**config.mk**
```make
export PLATFORM = sky130hd
export DESIGN_NAME = bank_wb_ctrl
export DESIGN_NICKNAME = d
export VERILOG_FILES = /design/src/rtl/bank_wb_ctrl.sv
export SDC_FILE = /design/constraint.sdc
export NUM_CORES = 1
export LEC_CHECK = 0
export ABC_AREA = 1
export BUFFER_PORTS_ARGS = -buffer_cell sky130_fd_sc_hd__clkbuf_2
export CAP_MARGIN = 20
export CORE_AREA = 3 3 207 209
export DETAILED_ROUTE_END_ITERATION = 8
export DIE_AREA = 0 0 210 212
export PLACE_DENSITY = 0.55
export SETUP_SLACK_MARGIN = 0.05
export SLEW_MARGIN = 20
export SYNTH_ARGS = -nofsm -noshare
export SYNTH_HDL_FRONTEND = slang
export SYNTH_SLANG_ARGS = --single-unit
```
**constraint.sdc**
```tcl
create_clock -name clk_i -period 1.8 [get_ports clk_i]
set_input_delay 0.27 -clock clk_i [delete_from_list [all_inputs] [get_ports clk_i]]
set_output_delay 0.27 -clock clk_i [all_outputs]
set_load 0.005 [all_outputs]
```
**src/rtl/bank_wb_ctrl.sv**
```systemverilog
// bank_wb_ctrl: per-bank write-back controller.
// Accepts one dirty-line eviction from htu, issues a single-beat 32-byte AXI3
// write (AW + one 256-bit W beat assembled from two 128-bit SRAM halves),
// waits for B and pulses completion back to htu.
// Optional feature macro: BANK_WBC_BRESP_CHK_EN -- when defined, a non-OKAY
// bresp or an unexpected bid raises wbc_htu_err_o alongside done; when
// undefined, bresp/bid are ignored and wbc_htu_err_o is tied low.
module bank_wb_ctrl #(
  parameter int ADDR_WIDTH = 32,
  parameter int DATA_WIDTH = 256,
  parameter int ID_WIDTH   = 8
) (
  input  logic                  clk_i,
  input  logic                  rst_i,
  input  logic                  htu_wbc_req_valid_i,
  output logic                  htu_wbc_req_ready_o,
  input  logic [ADDR_WIDTH-6:0] htu_wbc_req_addr_i,
  input  logic [5:0]            htu_wbc_req_set_way_i,
  input  logic                  sc_wbc_valid_i,
  output logic                  sc_wbc_ready_o,
  input  logic [127:0]          sc_wbc_data_i,
  input  logic                  sc_wbc_offset_i,
  output logic                  wbc_axi3_awvalid_o,
  input  logic                  wbc_axi3_awready_i,
  output logic [ID_WIDTH-1:0]   wbc_axi3_awid_o,
  output logic [ADDR_WIDTH-1:0] wbc_axi3_awaddr_o,
  output logic [3:0]            wbc_axi3_awlen_o,
  output logic [2:0]            wbc_axi3_awsize_o,
  output logic [1:0]            wbc_axi3_awburst_o,
  output logic                  wbc_axi3_wvalid_o,
  input  logic                  wbc_axi3_wready_i,
  output logic [ID_WIDTH-1:0]   wbc_axi3_wid_o,
  output logic [DATA_WIDTH-1:0] wbc_axi3_wdata_o,
  output logic [31:0]           wbc_axi3_wstrb_o,
  output logic                  wbc_axi3_wlast_o,
  input  logic                  wbc_axi3_bvalid_i,
  output logic                  wbc_axi3_bready_o,
  input  logic [ID_WIDTH-1:0]   wbc_axi3_bid_i,
  input  logic [1:0]            wbc_axi3_bresp_i,
  output logic                  wbc_htu_done_o,
  output logic [5:0]            wbc_htu_done_set_way_o,
  output logic                  wbc_htu_err_o
);

  typedef enum logic [1:0] {IDLE, ISSUE, WDATA, BRESP} state_e;

  state_e                state_q;
  logic                  req_ready_q;
  logic [ADDR_WIDTH-6:0] addr_q;
  logic [5:0]            set_way_q;
  logic                  awvalid_q;
  logic                  aw_done_q;
  logic                  aw_done_d;
  logic [1:0]            half_vld_q;
  logic [1:0]            half_vld_d;
  logic [127:0]          lo_q;
  logic [127:0]          hi_q;
  logic                  wvalid_q;
  logic                  bready_q;
  logic                  done_q;
  logic [5:0]            done_sw_q;
  logic                  aw_hs;
  logic                  sc_acc;
  logic [ID_WIDTH-1:0]   id_w;

  // AXI ID is the victim set/way, zero-extended
  assign id_w = {{(ID_WIDTH-6){1'b0}}, set_way_q};

  // A half already held stalls its beat instead of being overwritten
  assign sc_wbc_ready_o = (state_q == ISSUE) && !half_vld_q[sc_wbc_offset_i];
  assign sc_acc         = sc_wbc_valid_i & sc_wbc_ready_o;
  assign half_vld_d     = half_vld_q | (2'(sc_acc) << sc_wbc_offset_i);
  assign aw_hs          = awvalid_q & wbc_axi3_awready_i;
  assign aw_done_d      = aw_done_q | aw_hs;

  assign htu_wbc_req_ready_o    = req_ready_q;
  assign wbc_axi3_awvalid_o     = awvalid_q;
  assign wbc_axi3_awid_o        = id_w;
  assign wbc_axi3_awaddr_o      = {addr_q, 5'b0};
  assign wbc_axi3_awlen_o       = 4'd0;
  assign wbc_axi3_awsize_o      = 3'b101;
  assign wbc_axi3_awburst_o     = 2'b01;
  assign wbc_axi3_wvalid_o      = wvalid_q;
  assign wbc_axi3_wid_o         = id_w;
  assign wbc_axi3_wdata_o       = {hi_q, lo_q};
  assign wbc_axi3_wstrb_o       = '1;
  assign wbc_axi3_wlast_o       = wvalid_q;
  assign wbc_axi3_bready_o      = bready_q;
  assign wbc_htu_done_o         = done_q;
  assign wbc_htu_done_set_way_o = done_sw_q;

`ifdef BANK_WBC_BRESP_CHK_EN
  logic err_q;
  logic err_d;

  assign err_d         = (wbc_axi3_bresp_i != 2'b00) || (wbc_axi3_bid_i != id_w);
  assign wbc_htu_err_o = err_q;

  // Error flag captured with the completion pulse
  always_ff @(posedge clk_i) begin
    if (rst_i) begin
      err_q <= 1'b0;
    end else if (state_q == BRESP && wbc_axi3_bvalid_i) begin
      err_q <= err_d;
    end
  end
`else
  logic unused_bchk;

  assign unused_bchk   = ^{wbc_axi3_bresp_i, wbc_axi3_bid_i};
  assign wbc_htu_err_o = 1'b0;
`endif

  // Eviction sequencer: IDLE -> ISSUE (AW + fill) -> WDATA -> BRESP -> IDLE
  always_ff @(posedge clk_i) begin
    if (rst_i) begin
      state_q     <= IDLE;
      req_ready_q <= 1'b0;
      addr_q      <= '0;
      set_way_q   <= '0;
      awvalid_q   <= 1'b0;
      aw_done_q   <= 1'b0;
      half_vld_q  <= '0;
      lo_q        <= '0;
      hi_q        <= '0;
      wvalid_q    <= 1'b0;
      bready_q    <= 1'b0;
      done_q      <= 1'b0;
      done_sw_q   <= '0;
    end else begin
      done_q <= 1'b0;
      case (state_q)
        IDLE: begin
          if (htu_wbc_req_valid_i && req_ready_q) begin
            addr_q      <= htu_wbc_req_addr_i;
            set_way_q   <= htu_wbc_req_set_way_i;
            aw_done_q   <= 1'b0;
            half_vld_q  <= '0;
            awvalid_q   <= 1'b1;
            req_ready_q <= 1'b0;
            state_q     <= ISSUE;
          end else begin
            req_ready_q <= 1'b1;
          end
        end
        ISSUE: begin
          if (aw_hs) begin
            awvalid_q <= 1'b0;
          end
          aw_done_q  <= aw_done_d;
          half_vld_q <= half_vld_d;
          if (sc_acc) begin
            if (sc_wbc_offset_i) begin
              hi_q <= sc_wbc_data_i;
            end else begin
              lo_q <= sc_wbc_data_i;
            end
          end
          if (aw_done_d && (&half_vld_d)) begin
            wvalid_q <= 1'b1;
            state_q  <= WDATA;
          end
        end
        WDATA: begin
          if (wbc_axi3_wready_i) begin
            wvalid_q <= 1'b0;
            bready_q <= 1'b1;
            state_q  <= BRESP;
          end
        end
        BRESP: begin
          if (wbc_axi3_bvalid_i) begin
            bready_q    <= 1'b0;
            done_q      <= 1'b1;
            done_sw_q   <= set_way_q;
            req_ready_q <= 1'b1;
            state_q     <= IDLE;
          end
        end
        default: state_q <= IDLE;
      endcase
    end
  end

endmodule

```
Word level (Yosys, flattened, before mapping)

Index checks and enable logic that the tools add are counted.

$lt $le $gt $ge: 1
Eq/ne operators: 8
Shifts and indexed selects: 1
Mux-type cells: 24
Bitwise gates (word level): 6
Reduce and logical (&&, ||, !) cells: 21

Operators by type and width:

| operator                                                    | number |
|---|---|
| AND reduction 3 bit                                         | 5 |
| two-way mux 1 bit                                           | 12 |
| two-way mux 2 bit                                           | 5 |
| case mux 1 bit (2 select lines)                             | 5 |
| AND reduction 2 bit                                         | 5 |
| != test 2 bit (second input constant)                       | 4 |
| case mux 2 bit (4 select lines)                             | 1 |
| nonzero test 2 bit                                          | 4 |
| == test 2 bit (second input constant)                       | 2 |
| case mux 2 bit (2 select lines)                             | 1 |
| AND reduction 4 bit                                         | 1 |
| logical AND 1 bit                                           | 3 |
| bitwise AND 1 bit                                           | 2 |
| == test 2 x 1 -> 1 bit (second input constant)              | 1 |
| zero test 2 bit                                             | 1 |
| less-than comparator 1 x 2 -> 1 bit (second input constant) | 1 |
| != test 2 x 1 -> 1 bit (second input constant)              | 1 |
| NOT 1 bit                                                   | 2 |
| OR 2 bit                                                    | 1 |
| OR reduction 2 bit                                          | 1 |
| left shift 1 x 1 -> 2 bit                                   | 1 |
| zero test 1 bit                                             | 1 |
| OR 1 bit                                                    | 1 |

Register bits: 305
Input bits: 179
Word-level logic and storage cells: 74

Logic depth before layout (Yosys ltp)

Gate-level depths: netlist (run 1).

Word-level depth: 11
Depth in mapped cells: 11
Mapped depth without buffers: 11

Least setup slack after synthesis (run 1)

OpenSTA, ideal clock, no wires.

Path kind: register -> register
Start point: register state_q[1]
End point: register hi_q[10]
Setup time: 0.116 ns
Arrival time: 1.367 ns
Setup slack: 0.318 ns
Cell stages (with the launch flop): 10
Path buffers: 2
Path through: dfxtp_1 inv_1 ha_1 nand2_1 nor2_4 nand3_2 buf_4 clkbuf_1 o21ai_0 nor2_1

Cells in the longest elaborated chain, start to end: 4

Ends and longest elaborated chain:

| item                                 | RTL line | source |
|---|---|---|
| start: declaration                   | 47       | `state_e state_q;` |
| start signal: assignment             | 117      | `state_q <= IDLE;` |
| start signal: assignment             | 141      | `state_q <= ISSUE;` |
| start signal: assignment             | 161      | `state_q <= WDATA;` |
| == test 2 x 1 -> 1 bit               | 70       | `assign sc_wbc_ready_o = (state_q == ISSUE) && !half_vld_q[sc_wbc_offset_i];` |
| logical AND 1 bit                    | 70       |  |
| via sc_wbc_ready_o                   | 20       | `output logic sc_wbc_ready_o,` |
| bitwise AND 1 bit                    | 71       | `assign sc_acc = sc_wbc_valid_i & sc_wbc_ready_o;` |
| AND reduction 3 bit (no source line) | --       |  |
| end signal: assignment               | 154      | `hi_q <= sc_wbc_data_i;` |
| end: declaration                     | 57       | `logic [127:0] hi_q;` |

The timed path passes the listed nets, and every way through them passes these cells.
A chain may end at the register's enable or synchronous reset.

Worst setup path after layout (run 1)

Start point: register state_q[1]
End point: register hi_q[80]

Cells in the longest elaborated chain, start to end: 4

Ends and longest elaborated chain:

| item                                   | RTL line |
|---|---|
| == test 2 x 1 -> 1 bit *               | 70, 132 |
| logical AND 1 bit                      | 70 |
| bitwise AND 1 bit                      | 71 |
| AND reduction 3 bit (no source line) * | -- |

Every way passes the cells marked *; elsewhere a longest branch is shown, timed or not.

==> results of run 1 <==
what timing repair did:
item	in CTS	in global routing
hold endpoints to repair	237	0
gates cloned	0	2
resized for setup	9	49
setup endpoints to repair	3	157
pin swaps	1	7
hold buffers	152	0
setup buffers	4	3
worst max-delay path, cell delays in order (launching register included):
cell and delay [ps]:
dfxtp_2 320, inv_2 70, ha_4 140, nand2_4 50, nor2_4 140, buf_4 140
nand3_4 130, buf_12 220, o21ai_0 270, nor2_1 70
final cells by class:
type                       count  share of cell area, %
tap                          532                   3.92
clock buffer                  49                   5.88
timing repair buffer         699                   28.3
inverter                      22                  0.575
sequential                   305                   36.0
multi-input combinational    978                   24.8
clock inverter                 9                  0.597
antenna                        1                 0.0147
cell families (layout without fill, tap and decap cells):
group           Yosys count  after routing  share of synthesized area, %
simple gates            602            602                          20.7
compound gates          321            321                          14.6
flops                   305            305                          55.1
buf+inv                 177            779                          9.07
fa+ha+maj                 4              4                         0.452
other cells               2             52                        0.0678
cells in the final DEF, fill, tap and decap left out, types with 17 or more instances in the layout:
master	n
conb_1	51
dlygate4sd3_1	152
inv_1	17
buf_4	39
clkbuf_2	475
dfxtp_1	303
o21ai_1	108
buf_12	22
o21ai_0	190
nor2_1	575
clkbuf_16	37
a21oi_1	19
stage by stage:
| stage | hold slack (ps) | total power, mW | setup TNS [ps] | utilization (%) |
|---|---|---|---|---|
| after floorplan | 339 | 10.6 | 0 | - |
| after global placement | 462 | 12.6 | 0 | 34.5 |
| after detailed placement | 469 | 12.7 | -8.46 | 34.5 |
| after CTS | 0.392 | 20.1 | 0 | 41.1 |
| after global routing | 27.3 | 21.1 | 0 | 41.4 |
| final | 40.3 | 20.0 | 0 | 41.4 |
power by group:
group | switching (mW) | internal [mW]
clock network | 2.76 | 4.13
registers | 0.498 | 7.66
logic | 2.66 | 2.28
total | 5.92 | 14.1
per-layer routing:
layer	vias to the layer above	track usage, %	part of all wire, %
li1	5671	-	-
met1	5202	19.0	40
met2	416	29.0	48
met3	91	4.53	7.2
met4	0	8.58	4.3
met5	-	0	0
flip-flops by register name (all words and copies together), names as in the netlist, 2 cells and up:
register	cells
state_q	2
wbc_htu_done_set_way_o	6
lo_q	128
hi_q	128
set_way_q	6
addr_q	27
half_vld_q	2
worst max path at each step:
| stage | from | end | slack, ps | depth (start not counted) |
|---|---|---|---|---|
| final | state_q[1] | hi_q[80] | 60 | 9 |
| after global routing | state_q[1] | sc_wbc_ready_o | 5 | 6 |
| after detailed placement | state_q[1] | lo_q[123] | -8 | 9 |
| after global placement | state_q[1] | lo_q[123] | 0.8 | 9 |
| after floorplan | state_q[1] | hi_q[10] | 320 | 9 |
| after CTS | state_q[1] | sc_wbc_ready_o | 10 | 6 |
==> results by group, run 1 <==
Placed design
  • Pre-CTS setup slack: -8.46 ps
  • DP Area: 14200 um^2
  • Routability congestion estimate: 0.826
  • Post-Place Cells: 2375
  • IO Port Bufs: 476
  • Final HPWL DP: 28400 um

Drt
  • Post-DR vias/cell: 4.39
  • Pre-antenna DRT Iters: 4
  • DRC violations left: 0
  • Routed WL: 40000 um
  • Drt wl/cell: 15.4 um
  • Initial drt markers: 526
  • Detailed-route via count: 11400
  • Routed Antenna Nets: 0

Critical path
  • Worst Path Required: 2210 ps
  • Worst Path Arrival: 2150 ps
  • Worst reg2reg startpoint: state_q[1]
  • Crit path kind: reg2reg
  • Worst Reg-to-Reg Cells: 9
  • Startpoint types: register
  • CP endpoint kind: register
  • Crit Reg-Reg Endpoint: hi_q[80]
  • CP Max Fanout: 72
  • R2r setup slk: 60 ps

Synth
  • Register bit total from synthesis: 305
  • Yosys top cell area share: 55.1%
  • Most instantiated library cell after synthesis: nor2_1
  • Async S/R FF share, synth: 0%
  • Dominant synthesized flop cell: dfxtp_1
  • Most common library cells after synthesis: nor2_1 (578), dfxtp_1 (305), o21ai_0 (222)
  • Top cells by area, synth: dfxtp_1 (55%), nor2_1 (20%), o21ai_0 (10%), buf_4 (5.6%), o21ai_1 (3.4%)
  • Cell taking the most area after synthesis: dfxtp_1
  • Sequential area share after synthesis: 55.1%
  • Syn Std Cell Area: 11100 um^2
  • Synth warnings: 0
  • Synth Area per Inst: 7.85 um^2
  • Syn Inst Count: 1411
  • Number of synthesized flops with an enable pin: 0
  • Synth unique cells: 24

Layout
  • Register area: 6110 um^2
  • Fillcell total: 4165
  • Area Overhead vs Synth: 53.3%
  • Final net count: 2223
  • Footprint of the multi-input gates: 4200 um^2
  • Post-route insts no fill: 2595
  • Share of cells above drive strength 1: 29.8%
  • Layout Cell Area excl Fill: 17000 um^2

Timing
  • RSZ-0062 raised after global routing: true
  • Final Cycle Share: 96.8%
  • Fmax: 574 MHz
  • Slack of the critical path: 57.5 ps
  • Final hold viol count: 0
  • Setup violators final: 0
  • Post-layout minimum cycle time: 1740 ps
  • Clock skew: 17.4 ps
  • Slew Limit Fails: 0

Hold path
  • Hold Startpoint: sc_wbc_data_i[124]
  • Hold Crit Depth: 3
  • Worst Hold End: hi_q[124]
  • Hold Crit Class: in2reg

Power and ir drop
  • P_leak: 7.72 nW
  • P per Cell Area: 1180 nW/um^2
  • Maximum vdd drop: 0.721 mV

Die
  • Row cnt: 74
  • Top-Level Pins: 538
  • Core area: 41000 um^2
  • Total die area: 44500 um^2
  • Initial Utilization: 27.0%
  • Die X-Extent: 210 um
  • Die Y: 212 um

Clock tree
  • TritonCTS clock tree: yes
  • H-tree Lvls: 2
  • Max clock buf depth: 3
  • # clock sinks: 305
  • Clock slew at reported path FFs: 60 ps
  • Root Buffer: clkbuf_16
  • Cts bufs inserted: 34
  • Clock insertion delay at the later pin of the skew report: 530 ps

Run status
  • Outcome: finished clean

Global routing
  • Vias in the first global route: 11100
  • Grt total ovfl: 0
  • First-pass GRT wire length: 59600 um
  • Initial antenna violation count: 0
  • Total track usage: 16.7%
  • Largest net degree at the start of global routing: 77

Run
  • Max cap viols: 0
(Power assumes the default switching activity.)
==> inputs of run 2 (changes only) <==
--- a/config.mk
+++ b/config.mk
@@ -11,6 +11,7 @@
 export CORE_AREA = 3 3 207 209
 export DETAILED_ROUTE_END_ITERATION = 8
 export DIE_AREA = 0 0 210 212
+export GPL_TIMING_DRIVEN = 0
 export PLACE_DENSITY = 0.55
 export SETUP_SLACK_MARGIN = 0.05
 export SLEW_MARGIN = 20
==> run 2 against run 1 <==
  * Register-to-register slack better by 70 ps
  * Sequential power about the same
  * Highest routed layer is now met5
  * Clock power up 10%
  * First-iteration DRC count down 8.4%
  * Fmax up 3.7%
  * Global-route usage up 1.7 points
  * Combinational power down 5.3%
  * Via count up 2.5%
  * Die area unchanged
  * Non-clock buffer count up 80
  * Total power up 2.4%
  * Largest power group unchanged
  * Count of clock-buffer cells in the layout up 1
==> results by group, run 2 (same netlist as run 1, synthesis figures left out) <==
Run status
  • Outcome: finished clean (unchanged)

Global routing
  • Total track usage: 18.4% (was 16.7%)
  • Vias in the first global route: 11400 (was 11100)
  • Initial antenna violation count: 3 (was 0)
  • First-pass GRT wire length: 64500 um (was 59600 um)
  • Grt total ovfl: 0 (unchanged)
  • Largest net degree at the start of global routing: 14 (was 77)

Critical path
  • CP Max Fanout: 3 (was 72)
  • R2r setup slk: 130 ps (was 60 ps)
  • Worst reg2reg startpoint: state_q[1] (unchanged)
  • Crit path kind: reg2out (was reg2reg)
  • Crit Reg-Reg Endpoint: lo_q[32] (was hi_q[80])
  • Worst Path Required: 1530 ps (was 2210 ps)
  • Startpoint types: register (unchanged)
  • CP endpoint kind: primary output (was register)
  • Worst Reg-to-Reg Cells: 9 (unchanged)
  • Worst Path Arrival: 1410 ps (was 2150 ps)

Timing
  • Slack of the critical path: 119 ps (was 57.5 ps)
  • Slew HR: 35.6%
  • Worst Tran Pin Value: 966 ps
  • Clock skew: 18.5 ps (was 17.4 ps)
  • Post-layout minimum cycle time: 1680 ps (was 1740 ps)
  • Final Cycle Share: 93.4% (was 96.8%)
  • RSZ-0062 raised after global routing: true (unchanged)
  • Setup TNS: 0 ps (unchanged)
  • Slew Limit Fails: 0 (unchanged)
  • Setup violators final: 0 (unchanged)
  • Final hold viol count: 0 (unchanged)
  • Fmax: 595 MHz (was 574 MHz)

Clock tree
  • H-tree Lvls: 2 (unchanged)
  • Max clock buf depth: 3 (unchanged)
  • # clock sinks: 305 (unchanged)
  • Cts bufs inserted: 36 (was 34)
  • TritonCTS clock tree: yes (unchanged)
  • Root Buffer: clkbuf_16 (unchanged)
  • Clock slew at reported path FFs: 60 ps (about the same)
  • Clock insertion delay at the later pin of the skew report: 540 ps (was 530 ps)

Drt
  • Routed Antenna Nets: 0 (unchanged)
  • Post-DR vias/cell: 4.35 (was 4.39)
  • Detailed-route via count: 11700 (was 11400)
  • Pre-antenna DRT Iters: 5 (was 4)
  • Drt wl/cell: 16.0 um (was 15.4 um)
  • DRC violations left: 0 (unchanged)
  • Routed WL: 43100 um (was 40000 um)
  • Initial drt markers: 482 (was 526)

Layout
  • Post-route insts no fill: 2684 (was 2595)
  • Biggest regs: hi_q: 128 flops, lo_q: 128 flops, addr_q: 27 flops (unchanged)
  • Footprint of the multi-input gates: 4180 um^2 (was 4200 um^2)
  • Commonest non-fill, non-tap cell in the layout: nor2_1 (unchanged)
  • Most frequent cells in the layout: nor2_1 (576), clkbuf_2 (488), dfxtp_1 (303) (was nor2_1 (575), clkbuf_2 (475), dfxtp_1 (303))
  • Area Overhead vs Synth: 55.1% (was 53.3%)
  • Fillcell total: 4201 (was 4165)
  • Share of cells above drive strength 1: 31.4% (was 29.8%)
  • Register area: 6110 um^2 (about the same)
  • Final net count: 2305 (was 2223)

Hold path
  • Worst Hold End: addr_q[22] (was hi_q[124])
  • Hold Startpoint: htu_wbc_req_addr_i[22] (was sc_wbc_data_i[124])
  • Hold Crit Class: in2reg (unchanged)
  • Hold Crit Depth: 3 (unchanged)

Power and ir drop
  • Clock power share: 37.2% (was 34.5%)
  • Maximum vdd drop: 0.742 mV (was 0.721 mV)
  • Pint: 14.4 mW (was 14.1 mW)
  • Comb pwr share: 22.8% (was 24.7%)
  • Register share of total power: 40.0% (was 40.8%)
  • Sw frac: 29.9% (was 29.6%)
  • P per Cell Area: 1190 nW/um^2 (was 1180 nW/um^2)
  • Psw: 6.13 mW (was 5.92 mW)
  • P_leak: 7.92 nW (was 7.72 nW)

Placed design
  • Pre-CTS setup slack: -366 ps (was -8.46 ps)
  • IO Port Bufs: 476 (unchanged)
  • Final HPWL DP: 32700 um (was 28400 um)
  • Routability congestion estimate: 0.861 (was 0.826)
  • Post-Place Cells: 2468 (was 2375)

Die
  • Initial Utilization: 27.0% (unchanged)
  • Top-Level Pins: 538 (unchanged)
  • Row cnt: 74 (unchanged)
  • Core area: 41000 um^2 (unchanged)
  • Die Y: 212 um (unchanged)
  • Die X-Extent: 210 um (unchanged)
  • Total die area: 44500 um^2 (unchanged)

Run
  • Max cap viols: 0 (unchanged)
run 2: changes by cell type in the layout (fill, tap and decap cells not counted), moves of 10 or more:
cell and delta:
clkbuf_1 +28, buf_2 +10, o21ai_1 +13, o21ai_0 -14, buf_4 +46, buf_12 -22
clkbuf_2 +13
run 2: worst max path at each step:
| stage | startpoint | to | slack (ps) | cells after the start |
|---|---|---|---|---|
| 4_1_cts | state_q[0] | sc_wbc_ready_o | 60 | 4 |
| 5_1_grt | state_q[1] | hi_q[114] | 40 | 10 |
| 6_report | state_q[1] | sc_wbc_ready_o | 120 | 5 |
| 2_1_floorplan | state_q[1] | hi_q[10] | 320 | 9 |
| 3_5_place_dp | rst_i | addr_q[22] | -370 | 6 |
| 3_3_place_gp | rst_i | lo_q[90] | -330 | 6 |
run 2: power groups by stage:
stage | clock network [mW] | logic, mW | registers, mW
CTS | 7.84 | 4.69 | 8.18
floorplan | 0 | 2.27 | 8.31
global route | 8.11 | 5.26 | 8.29
finish | 7.61 | 4.68 | 8.19
detailed placement | 0 | 4.29 | 8.32
global placement | 0 | 4.27 | 8.28
run 2: worst max-delay path, stage by stage (launching register included):
cell and delay [ps]:
dfxtp_2 330, inv_2 70, ha_4 140, nand2_2 60
nor2_4 150, buf_2 150
run 2: final cells by class:
cell class | count | area share (%)
inverter | 22 | 0.481
tap | 532 | 3.87
antenna | 2 | 0.0291
multi-input combinational | 978 | 24.3
sequential | 305 | 35.6
timing repair buffer | 625 | 22.5
clock buffer | 50 | 6.20
clock inverter | 16 | 1.09
buffer | 154 | 5.91
run 2: stage by stage:
step	area (um^2)	hold slack (ps)	total power, mW	util [%]
2_1_floorplan	11300	339	10.6	-
3_3_place_gp	14300	462	12.5	34.9
3_5_place_dp	14300	470	12.6	34.9
4_1_cts	17100	0.984	20.7	41.8
5_1_grt	17200	11.3	21.7	41.9
6_report	17200	24.7	20.5	41.9
run 2: repair_timing:
action                     in CTS  in global routing
hold buffers                  148                  0
pin swaps                       1                  0
setup endpoints to repair     244                118
setup buffers                   1                  0
gates resized for setup        58                 54
hold endpoints to repair      239                  0
run 2: per-layer routing:
metal	routed length (um)	global-route usage (%)
met5	13	0
met1	17300	20.8
met2	21800	34.0
met4	984	5.44
met3	2940	4.94
